**src/rtl/alu_result_stage.sv**
```systemverilog
// Two-entry result buffer behind the ALU result selector.
// Flags are computed once at capture so the consumer sees them with the data.
module alu_result_stage #(
  parameter int WIDTH = 32,
  parameter int SELW  = 4,
  parameter int NSRC  = 5
) (
  input  logic             clk,
  input  logic             reset,
  input  logic             in_valid,
  output logic             in_ready,
  input  logic [WIDTH-1:0] in_data,
  input  logic [SELW-1:0]  in_sel,
  output logic             out_valid,
  input  logic             out_ready,
  output logic [WIDTH-1:0] out_data,
  output logic [SELW-1:0]  out_sel,
  output logic             out_zero,
  output logic             out_neg,
  output logic             out_selerr,
  output logic [1:0]       count,
  output logic [7:0]       err_count
);

  typedef struct packed {
    logic [WIDTH-1:0] data;
    logic [SELW-1:0]  sel;
    logic             zero;
    logic             neg;
    logic             selerr;
  } entry_t;

  // One extra bit so NSRC == 2**SELW still compares correctly.
  localparam logic [SELW:0] LP_NSRC = (SELW+1)'(NSRC);

  entry_t      r_slot0;
  entry_t      r_slot1;
  logic [1:0]  r_count;
  logic [7:0]  r_err_count;

  entry_t      w_new;
  entry_t      w_head;
  logic        w_push;
  logic        w_pop;

  always_comb begin
    w_new        = '0;
    w_new.data   = in_data;
    w_new.sel    = in_sel;
    w_new.zero   = (in_data == '0);
    w_new.neg    = in_data[WIDTH-1];
    w_new.selerr = ({1'b0, in_sel} >= LP_NSRC);
  end

  assign in_ready  = (r_count != 2'd2);
  assign out_valid = (r_count != 2'd0);
  assign w_push    = in_valid && in_ready;
  assign w_pop     = out_valid && out_ready;

  always_ff @(posedge clk or posedge reset) begin
    if (reset) begin
      r_slot0     <= '0;
      r_slot1     <= '0;
      r_count     <= 2'd0;
      r_err_count <= 8'd0;
    end else begin
      // Push and pop together can only happen at count 1: the new entry becomes head.
      if (w_push && w_pop) begin
        r_slot0 <= w_new;
      end else if (w_push) begin
        if (r_count == 2'd0) r_slot0 <= w_new;
        else                 r_slot1 <= w_new;
        r_count <= r_count + 2'd1;
      end else if (w_pop) begin
        r_slot0 <= r_slot1;
        r_slot1 <= '0;
        r_count <= r_count - 2'd1;
      end

      if (w_push && w_new.selerr && (r_err_count != 8'hFF))
        r_err_count <= r_err_count + 8'd1;
    end
  end

  assign w_head     = out_valid ? r_slot0 : '0;
  assign out_data   = w_head.data;
  assign out_sel    = w_head.sel;
  assign out_zero   = w_head.zero;
  assign out_neg    = w_head.neg;
  assign out_selerr = w_head.selerr;
  assign count      = r_count;
  assign err_count  = r_err_count;

endmodule

```
**config.mk**
```make
export PLATFORM = sky130hd
export DESIGN_NAME = alu_result_stage
export DESIGN_NICKNAME = d
export VERILOG_FILES = /design/src/rtl/alu_result_stage.sv
export SDC_FILE = /design/constraint.sdc
export NUM_CORES = 1
export LEC_CHECK = 0
export CAP_MARGIN = 20
export CELL_PAD_IN_SITES_DETAIL_PLACEMENT = 1
export CELL_PAD_IN_SITES_GLOBAL_PLACEMENT = 2
export CORE_ASPECT_RATIO = 1.75
export CORE_UTILIZATION = 29
export CTS_BUF_LIST = sky130_fd_sc_hd__clkbuf_4
export DETAILED_ROUTE_END_ITERATION = 10
export PLACE_DENSITY_LB_ADDON = 0.1
export SLEW_MARGIN = 20
export SYNTH_ARGS = -nofsm -noshare
export SYNTH_HDL_FRONTEND = slang
export SYNTH_SLANG_ARGS = --single-unit
```
**constraint.sdc**
```tcl
create_clock -name clk -period 2.77 [get_ports clk]
set_input_delay 0.554 -clock clk [delete_from_list [all_inputs] [get_ports clk]]
set_output_delay 0.554 -clock clk [all_outputs]
set_load 0.005 [all_outputs]
```
==> results.md <==
* Status: finished clean
* CP bufs+invs at 2
* Met3 Usage GRT at 0.02762
* Avg Inst Size Synth at 9.641 um^2
* Routed Antenna Nets at 0
* Slew margin rel. at 0.5901
* Slew Viols, Final at 0
* Die H at 162.2 um
* Reg2reg path depth at 8
* Tcrit/Tclk final at 0.9309
* Least-Margin Pin Slew at 0.6092 ns
* Fin worst setup slack at 0.1913 ns
* Min Tclk post-route at 2.579 ns
* Inst Count DP at between 600 and 700
* Post-synth top area share at 0.5062
* Post-place setup slack at ~0.25 ns
* R2r setup slk at approximately 0.45 ns
* Core Area at 0.01437 mm^2
* Top-count cell post-synth: nand2_1
* Total wire length at 10.98 mm
* Synth Cell Area at 0.004252 mm^2
* Cells after synthesis at between 400 and 500
* Dpl cell area at 0.005259 mm^2
* Ys async rst share at 1.000
* Worst hold slack at between 0.4 and 0.5 ns
* Initial Util at 0.2959
* Placed wire-length estimate at 7.738 mm
* P_leak at 2.323 nW
* Primary FF master, synth: dfrtp_1
* Remaining global-route overflow at 0
* Min-delay worst type: primary input to async pin
* Total Routing Usage GR at 0.1583
* Drt first pass iters at 4
* Seq/Total Area, Yosys at 0.5062
* Register bit total from synthesis at 86
* Vias post-DR at 3,307
* Standard-cell rows at 58
* Worst EP required at approximately 2.2 ns
* Fin nets at 566
* VDD IR max at between 0.3 and 0.4 mV
* Grt peak-use layer: met2
* FILL cells at between 1,500 and 2,000
* Post-Route Setup TNS at 0 ns
* Max Freq at 0.3878 GHz
* Fin cells at 709
* Met1 Use GR at 0.1885
* Final RePlAce weighted congestion at 0.7156
* Die width at 93.53 um
* DR iter-0 viols at 96
* Yosys top cell by area: dfrtp_1
* Final setup fails at 0
* Pwr dens at a little under 1000 mW/mm^2
* WL/cell at 15.49 um
* CTS tree: yes
* Syn nets at 484
* Clk_lat worst skew at 0.45 ns
* Number of CTS-inserted buffers at 9
* Ports at about 90
* Fin util at 0.3766
* CTS root buffer: clkbuf_4
* Area of the die at between 0.015 and 0.02 mm^2
* Reg2reg end: r_slot1[25]
* Initial antenna violation count at 1
* Ratio of cells with drive above 1 in the final layout at 0.07955
* Post-synthesis cell type count at 38
* Drc violations at 0
* First-pass GRT wire length at approximately 18 mm
* Fin area at 0.005411 mm^2
* Most frequent cells after synthesis: 112 x nand2_1, 86 x dfrtp_1, 53 x o21ai_1
* Yosys warning count at 0
* Post-synth EDFFs at 0
* Critical Path Source Type: flip-flop
* Hold Vio Cnt, Final at 0
* RSZ-0062 raised after global routing: no
* Worst-path cell with the longest stage delay: dfrtp_1
* Clock Skew at 0.02079 ns
* Tot Pwr at approximately 5.4 mW
* Largest stage delay, worst path at 0.53 ns
* Vias in the first global route at 3,493
* Synth area leaders: dfrtp_1 51%, nand2_1 9.9%, mux2i_1 8.5%
* WP data arrival at slightly above 2 ns
* Vias per cell at roughly 4.7
* GR Util met2 at 0.2838
* IO Port Bufs at 90
* Pin count of the biggest net entering global routing at 73
* Maximum capacitance violations at 0
* Crit Path Class: flip-flop to primary output
* Largest delay contributor family on the critical path: buffers and inverters
* Area Overhead vs Synth at 27.28%
* Worst-path maximum fanout at 40
* Cells along the critical path: nor2_4 -> inv_6 -> and2_1 -> clkdlybuf4s50_1
* # clock sinks at 86
* Worst flop-to-flop path startpoint: count[0]
* Bufs on Longest Clock Path at 2
* CP Capture Type: primary output
* H-tree lvl count at 3
* Clock Pin Slew Worst Setup and Hold Paths at 0.15 ns
state kept, by name (all words and copies together), names as in the netlist:
signal and flops:
r_slot0 38, err_count 8, count 2, r_slot1 38
repair_timing:
action,4_1_cts,5_1_grt
buffers inserted,0,0
hold endpoints to repair,0,0
hold buffers,0,0
setup endpoints to repair,40,28
resized for setup,2,1
cell families after synthesis:
group,count (synthesis),share of synthesized area
AOI/OAI and AO/OA,84,0.1074
xor gates and xnor gates,6,0.01236
adders and majority gates,3,0.008830
buffers and inverters,37,0.06356
DFF,86,0.5062
muxes,39,0.09270
and+or+nand+nor,186,0.2089
cells in the final DEF (no fill, tap or decap), types with 4 or more instances in the layout:
| master | instances |
|---|---|
| xor2_1 | 6 |
| nor3_1 | 7 |
| o21ai_0 | 21 |
| o21ai_1 | 53 |
| nand2_1 | 112 |
| mux2i_1 | 36 |
| nor4_1 | 9 |
| nand3_1 | 6 |
| clkdlybuf4s50_1 | 90 |
| dfrtp_1 | 86 |
| and2_1 | 38 |
| clkbuf_4 | 9 |
| buf_4 | 9 |
| inv_6 | 4 |
report_power, final:
| group | internal, mW | switching (mW) |
|---|---|---|
| sequential | 1.80 | 0.352 |
| combinational | 1.23 | 1.23 |
| clock | 0.278 | 0.469 |
per-layer routing:
metal / vias up / share of wire
met5: - / 0
met2: 54 / 0.53
met1: 1601 / 0.43
met3: 11 / 0.028
met4: 0 / 0.014
li1: 1641 / -
cell type report:
| cell class | count | area [um^2] | area share |
|---|---|---|---|
| sequential | 86 | 2152 | 0.3977 |
| multi-input combinational | 318 | 1843 | 0.3406 |
| timing repair buffer | 101 | 1008 | 0.1864 |
| tap | 180 | 225.2 | 0.04162 |
| clock inverter | 7 | 72.57 | 0.01341 |
| clock buffer | 9 | 67.56 | 0.01249 |
| inverter | 7 | 40.04 | 0.007399 |
| antenna | 1 | 2.502 | 0.0004624 |
how the worst max path moves through the flow:
stage	cells past startpoint	end	startpoint	slack, ns
detailed placement	5	r_slot0[2]	in_data[7]	0.25
global placement	8	r_slot1[0]	in_valid	0.32
floorplan	12	r_slot1[17]	count[0]	0.53
CTS	4	out_data[4]	count[0]	0.005
finish	4	out_data[4]	count[0]	0.19
global route	4	out_sel[0]	count[0]	0.04
Power figures use the tool's default switching activity.
